===== src/rtl/ioctl_upload_reader.sv =====
// Upload-side byte server: fetches core memory bytes over a toggle req/ack port
// and keeps the next byte ready on ioctl_din before the host asks for it.
//
// state | meaning
// IDLE  | no transfer, or start requested while an abandoned ack is still due
// FETCH | memory read outstanding for cur_addr
// READY | ioctl_din holds the byte for cur_addr
module ioctl_upload_reader #(
  parameter int         ADDR_W = 16,
  parameter int         UP_LEN = 256,
  parameter logic [7:0] FILL   = 8'hFF
) (
  input  logic              clk_sys,
  input  logic              reset_n,
  input  logic              ioctl_upload,
  input  logic              ioctl_rd,
  output logic [7:0]        ioctl_din,
  output logic [ADDR_W-1:0] mem_addr,
  output logic              mem_req,
  input  logic              mem_ack,
  input  logic [7:0]        mem_dout,
  output logic              busy,
  output logic              overrun
);
  typedef enum logic [1:0] {IDLE = 2'd0, FETCH = 2'd1, READY = 2'd2} state_t;

  // One extra bit so UP_LEN == 2**ADDR_W still compares correctly.
  localparam logic [ADDR_W:0] LEN_X = (ADDR_W+1)'(UP_LEN);

  state_t            state;
  logic [ADDR_W-1:0] cur_addr;
  logic              pending;
  logic              upload_q;
  logic              start_wait;

  logic              rise;
  logic              ack_match;
  logic              do_issue;
  logic              issue_ok;
  logic [ADDR_W-1:0] next_addr;
  logic [ADDR_W-1:0] issue_addr;

  assign rise       = ioctl_upload & ~upload_q;
  assign ack_match  = (mem_ack == mem_req);
  assign next_addr  = cur_addr + ADDR_W'(1);
  assign issue_addr = (state == IDLE) ? '0 : next_addr;
  assign issue_ok   = ({1'b0, issue_addr} < LEN_X);

  // A new request may only go out once the previous toggle has been answered.
  always_comb begin
    do_issue = 1'b0;
    if (ioctl_upload) begin
      case (state)
        IDLE:    do_issue = (rise | start_wait) & ack_match;
        FETCH:   do_issue = ack_match & (pending | ioctl_rd);
        READY:   do_issue = ioctl_rd;
        default: do_issue = 1'b0;
      endcase
    end
  end

  always_ff @(posedge clk_sys or negedge reset_n) begin
    if (!reset_n) begin
      state      <= IDLE;
      cur_addr   <= '0;
      pending    <= 1'b0;
      upload_q   <= 1'b0;
      start_wait <= 1'b0;
      ioctl_din  <= FILL;
      mem_addr   <= '0;
      mem_req    <= 1'b0;
      busy       <= 1'b0;
      overrun    <= 1'b0;
    end else begin
      upload_q <= ioctl_upload;
      if (!ioctl_upload) begin
        state      <= IDLE;
        pending    <= 1'b0;
        busy       <= 1'b0;
        start_wait <= 1'b0;
      end else begin
        case (state)
          IDLE: begin
            if (rise) begin
              overrun    <= 1'b0;
              cur_addr   <= '0;
              start_wait <= ~ack_match;
            end else if (start_wait && ack_match) begin
              start_wait <= 1'b0;
            end
          end
          FETCH: begin
            if (ack_match) begin
              ioctl_din <= mem_dout;
              busy      <= 1'b0;
              pending   <= 1'b0;
              state     <= READY;
              if (pending && ioctl_rd) overrun <= 1'b1;
            end else if (ioctl_rd) begin
              if (pending) overrun <= 1'b1;
              else         pending <= 1'b1;
            end
          end
          READY: begin
          end
          default: state <= IDLE;
        endcase

        // Issue overrides the FETCH completion above when an advance follows it.
        if (do_issue) begin
          if (state != IDLE) cur_addr <= next_addr;
          if (issue_ok) begin
            mem_addr <= issue_addr;
            mem_req  <= ~mem_req;
            busy     <= 1'b1;
            state    <= FETCH;
          end else begin
            ioctl_din <= FILL;
            busy      <= 1'b0;
            state     <= READY;
          end
        end
      end
    end
  end

endmodule

===== config.mk =====
export PLATFORM = sky130hd
export DESIGN_NAME = ioctl_upload_reader
export DESIGN_NICKNAME = d
export VERILOG_FILES = /design/src/rtl/ioctl_upload_reader.sv
export SDC_FILE = /design/constraint.sdc
export NUM_CORES = 1
export LEC_CHECK = 0
export BUFFER_PORTS_ARGS = -buffer_cell sky130_fd_sc_hd__buf_2
export CORE_ASPECT_RATIO = 1.2
export CORE_UTILIZATION = 36
export CTS_BUF_LIST = sky130_fd_sc_hd__clkbuf_4 sky130_fd_sc_hd__clkbuf_8
export CTS_CLUSTER_SIZE = 12
export DETAILED_ROUTE_END_ITERATION = 12
export HOLD_SLACK_MARGIN = 0.02
export PLACE_DENSITY_LB_ADDON = 0.1
export SLEW_MARGIN = 20
export SYNTH_ARGS = -nofsm -noshare
export SYNTH_HDL_FRONTEND = slang
export SYNTH_SLANG_ARGS = --single-unit

===== constraint.sdc =====
create_clock -name clk_sys -period 2.3 [get_ports clk_sys]
set_clock_uncertainty 0.1 [all_clocks]
set_input_delay 0 -clock clk_sys [delete_from_list [all_inputs] [get_ports clk_sys]]
set_output_delay 0 -clock clk_sys [all_outputs]
set_load 0.1 [all_outputs]

**After elaboration in Yosys (flattened, before gate mapping)**

Index checks and enable logic that the tools add are counted.

- Flip-flop bits (word level): 48
- Bits in latches: 0
- Memory bits (writable): 0
- ROM bits: 0
- Bits of input ports: 13
- Output and inout port bits: 27
- Word-level logic and storage cells: 82
- Memories kept: 0

- Add/sub/neg operators: 1
- Multiply operators: 0
- Div/mod/pow operators: 0
- Magnitude comparators: 1
- Equality and inequality tests: 15
- Shifts and indexed selects: 0
- Multiplexer cells: 35
- Bitwise gates (word level): 8
- Reductions and logical operators: 12

Operator list:

| cell | number |
|---|---|
| $mux W16 | 5 |
| $mux W8 | 4 |
| $mux W1 | 19 |
| $add A16 B1 Y16 const B | 1 |
| $lt A16 B9 Y1 const B | 1 |
| $ne A3 B1 Y1 const B | 4 |
| $ne A3 B3 Y1 const B | 3 |
| $mux W2 | 4 |
| $reduce_and A2 Y1 | 4 |
| $reduce_and A6 Y1 | 1 |
| $ne A2 B1 Y1 const B | 2 |
| $ne A4 B4 Y1 const B | 1 |
| $pmux W2 S2 | 1 |
| $reduce_bool A2 Y1 | 2 |
| $and A1 B1 Y1 | 3 |
| $ne A3 B2 Y1 const B | 1 |
| $not A1 Y1 | 3 |
| $pmux W1 S3 | 1 |
| $reduce_and A3 Y1 | 1 |
| $eq A2 B1 Y1 const B | 1 |
| $eq A2 B2 Y1 const B | 1 |
| $logic_and A1 B1 Y1 | 2 |
| $logic_not A2 Y1 | 1 |
| $ne A2 B2 Y1 const B | 1 |
| 4 further kinds | 5 |

**Depth between registers and ports, before layout**

- Word-level depth: 8
- Depth in mapped cells: 8
- Depth with buffers taken out: 7

**Worst setup path after synthesis**

No wires, ideal clock.

- Path kind: register to register
- Start: register mem_req
- End: register mem_addr[0]
- Library setup time: 0.083 ns
- Data arrival time: 2.504 ns
- Required time: 2.117 ns
- Setup slack: -0.387 ns
- Stages on the path, launching flop included: 8
- Buffers on the path: 1
- Clock period less this slack: 2.687 ns
- Path through: dfrtp_1 > xnor2_1 > o31ai_1 > a21oi_1 > nand2_1 > or3_1 > buf_2 > o22ai_1

- Longest elaborated chain between the ends: 5
- Elaborated cells between the ends (all ways): 6
- Classes of those cells: 1 x eq/ne; 2 x mux; 2 x bitwise; 1 x reduce/logical

RTL lines:

| element | RTL line | text |
|---|---|---|
| from (decl) | 19 | `output logic mem_req,` |
| from (signal assigned) | 114 | `mem_req <= ~mem_req;` |
| $eq A1 B1 Y1 * | 44 | `assign ack_match = (mem_ack == mem_req);` |
| $and A1 B1 Y1 (on tied branches) | 55, 54 |  |
| $pmux W1 S3 * | 53 | `case (state)` |
| $mux W1 * | 52 | `if (ioctl_upload) begin` |
| $reduce_and A3 Y1 (no source line) * | n/a |  |
| to (signal assigned) | 113 | `mem_addr <= issue_addr;` |
| to (decl) | 18 | `output logic [ADDR_W-1:0] mem_addr,` |

Every way passes the cells marked *; elsewhere a longest branch is shown, timed or not.
A chain may end at the register's enable or synchronous reset.

==> flow_summary.json <==
{
  "endpoint_kind": "flop",
  "avgSynthCellArea_um2": 9.843,
  "seq_area_frac_synth_pct": 48.26,
  "ctsLongestPathBuffers": 2,
  "yosys_warnings": 0,
  "grt_overflow": 0,
  "final_nets": 360,
  "netlist.area_leader.share_pct": 39.88,
  "antenna-diode-count": 0,
  "drt-wirelength-per-cell_um": 14.55,
  "postPlaceCellArea_um2": 3099,
  "reg2reg_depth": 8,
  "ios": 40,
  "drcViolationCount": 0,
  "netlist_top_cells_area": "dfrtp_1 40%, dfstp_2 8.4%, nand2_1 5.2%",
  "reg2reg_to": "mem_addr[9]",
  "yosys.area_share.adder_pct": 0.4985,
  "dieArea_um2": 7312,
  "postSynthCellCount": 255,
  "synth_common_cells": "40 x dfrtp_1, 35 x nand2_1, 16 x o21ai_0",
  "synth_top_family_by_area": "simple AND/OR/NAND/NOR gates",
  "dp_hpwl_mm": 4.449,
  "rrSetupSlack_ns": -0.06,
  "dp_slack_ns": -0.1090,
  "die_h_um": 93.47,
  "min_path_type": "input pin to flop",
  "hold_viol": 0,
  "fin_area_um2": 3398,
  "switching_power_mw": 1.849,
  "rsz0062_at_grt": "true",
  "grt_max_degree": 40,
  "path_class": "flop to flop",
  "critPathBufInv": 1,
  "area_delta_synth_final_pct": 35.39,
  "grtUsageTotal_pct": 18.90,
  "synth.net_count": 269,
  "synth-main-ff-cell": "dfrtp_1",
  "dr.pass1.iters": 4,
  "required_ns": 2.40,
  "synth_edf_count": 0,
  "slew_headroom_pct": 40.37,
  "fmax_mhz": 423.1,
  "power_mw": 3.719,
  "gr-usage-met2_pct": 34.65,
  "synth_simple_gate_area_share_pct": 23.08,
  "tns_ns": -0.5668,
  "fp-row-count": 32,
  "die_x_um": 78.23,
  "violations": "negative setup slack",
  "drv_cap": 0,
  "ys_types": 53,
  "cts_made_buffers": 5,
  "setup_viol": 14,
  "htreeDepth": 2,
  "slowest_stage": "dfrtp_2",
  "finalCriticalPeriod_ns": 2.363,
  "clock_latency_ns": 0.30,
  "hp-start": "mem_ack",
  "worst_slack_ns": -0.06329,
  "syn_area_um2": 2510,
  "coreArea_um2": 6566,
  "wirelength_mm": 6.285,
  "start_util_pct": 38.22,
  "status": "finished, violations left",
  "leakagePower_nw": 1.638,
  "clkPwrFrac_pct": 14.7,
  "synth.area.mux_share_pct": 0.7976,
  "pwr-share-comb_pct": 55.0,
  "post-synth-top-area-cell": "dfrtp_1",
  "synth-seq-cells": 48,
  "cts-root-buf": "clkbuf_8",
  "whs_path_depth": 4,
  "max_stage_delay_ns": 0.42,
  "drive_gt1_share_pct": 40.06,
  "use_met3_pct": 3.024,
  "startpoint_type": "flop",
  "ir_drop_mv": 0.7554,
  "port_buffers": 39,
  "clock-sinks": 48,
  "synth_compound_area_share_pct": 17.20,
  "path_cells": "ha_4, nand3_4, nor3_4, xor2_1, a221o_1, nor4_4, buf_12, and2b_2",
  "yosysMostFrequentCell": "dfrtp_1",
  "seqPwrFrac_pct": 30.3,
  "cts_tree": "built",
  "antenna_found_initial": 0,
  "ys_async_sr_fraction_pct": 100.0,
  "swShare_pct": 49.71,
  "cp_max_fo": 14,
  "place.gp.congestion": 0.7782,
  "powerDensity_nw_per_um2": 1094,
  "clkTransAtPathRegs_ns": 0.09,
  "synth-xor-area-share_pct": 5.184,
  "use_met1_pct": 22.37,
  "drt_iter0_drc": 81,
  "vias": 2199,
  "arrival_ns": 2.47,
  "hold-path-endpoint": "start_wait",
  "power.internal_mw": 1.870,
  "cp_top_family": "simple AND/OR/NAND/NOR gates",
  "ant_nets": 0,
  "grt_pass1_vias": 2206,
  "worst_slew_pin_slew_ns": 0.8945,
  "viasPerCell": 5.090,
  "grt_pass1_wl_mm": 10.63,
  "min_period_over_period_pct": 102.8,
  "drv_slew": 0,
  "final_core_util_pct": 51.75,
  "grt.busiest_layer": "met2"
}
[stage by stage]
stage	hold slack, ns	cells
4_1_cts	0.02091	430
5_1_grt	0.04095	432
2_1_floorplan	-0.3956	255
3_5_place_dp	0.08188	407
3_3_place_gp	0.09170	407
6_report	0.02143	432
[final cells by class]
cell class / count / area, um2
Timing Repair Buffer: 97 / 686.9
Clock buffer: 6 / 82.58
Fill cell: 639 / 3168
Multi-Input combinational cell: 180 / 1236
Clock inverter: 2 / 13.76
Sequential cell: 48 / 1220
Inverter: 14 / 52.55
Tap cell: 85 / 106.4
[power groups by stage]
stage               logic, mW  clock network, mW  registers, mW
CTS                      2.03              0.562           1.13
floorplan               0.645                  0           1.96
detailed placement       1.96                  0           1.14
global route             2.18              0.591           1.15
global placement         1.95                  0           1.15
finish                   2.04              0.547           1.13
[worst max path at each step]
stage                     start            to  slack (ns)  cells after the start
detailed placement  cur_addr[2]   mem_addr[9]       -0.11                      7
global route               flop  mem_addr[12]       -0.16                      8
global placement    cur_addr[1]  mem_addr[12]       -0.08                      9
finish                     flop   mem_addr[9]       -0.06                      8
floorplan                  flop       mem_req        0.02                      8
CTS                 cur_addr[1]   mem_addr[9]       -0.07                      8
[kinds of logic after synthesis]
logic type | count (synthesis)
muxes | 2
xor gates and xnor gates | 14
DFF | 48
and+or+nand+nor | 99
adders and majority gates | 1
buffers and inverters | 27
AOI/OAI and AO/OA | 64
[what timing repair did]
item,CTS,global route
cloned,0,0
pin swaps,0,1
setup endpoints to repair,25,31
hold buffers,11,0
hold endpoints to repair,44,0
setup buffers,4,3
gates resized for setup,2,8
[state kept, by name, summed over array words and instances, names as in the netlist, named ones only]
register and cells:
overrun 1, start_wait 1, cur_addr 15, ioctl_din 8, mem_req 1, upload_q 1, pending 1, state 2
busy 1, mem_addr 16
[metal layers]
metal  vias up  share of wire (%)
met3         9                3.5
li1       1092                  -
met4         0                1.3
met5         -                  0
met1      1053                 44
met2        45                 51
[worst min-delay path: cells and delay by family]
family	cells	cell delay, ns
AO/OA/AOI/OAI	1	0.15
buffers and inverters	1	0.10
XOR/XNOR	1	0.09
AND/OR/NAND/NOR	1	0.06
[cell usage in the layout (no fill, tap or decap), drive strengths merged, types with 2 or more instances in the layout]
cell type,instances
buf,86
dfrtp,40
nand2,36
o21ai,17
inv,15
nand3,14
a21oi,12
dlygate4sd3,11
nor2,10
o22ai,9
nand4,9
dfstp,8
and2b,8
xnor2,7
xor2,7
nor3,7
clkbuf,6
o31ai,5
nor4,5
a41oi,4
a31oi,3
nor2b,2
o21bai,2
a221o,2
mux2i,2
nand2b,2
o21a,2
a21o,2
or3,2
Power figures use the tool's default switching activity.
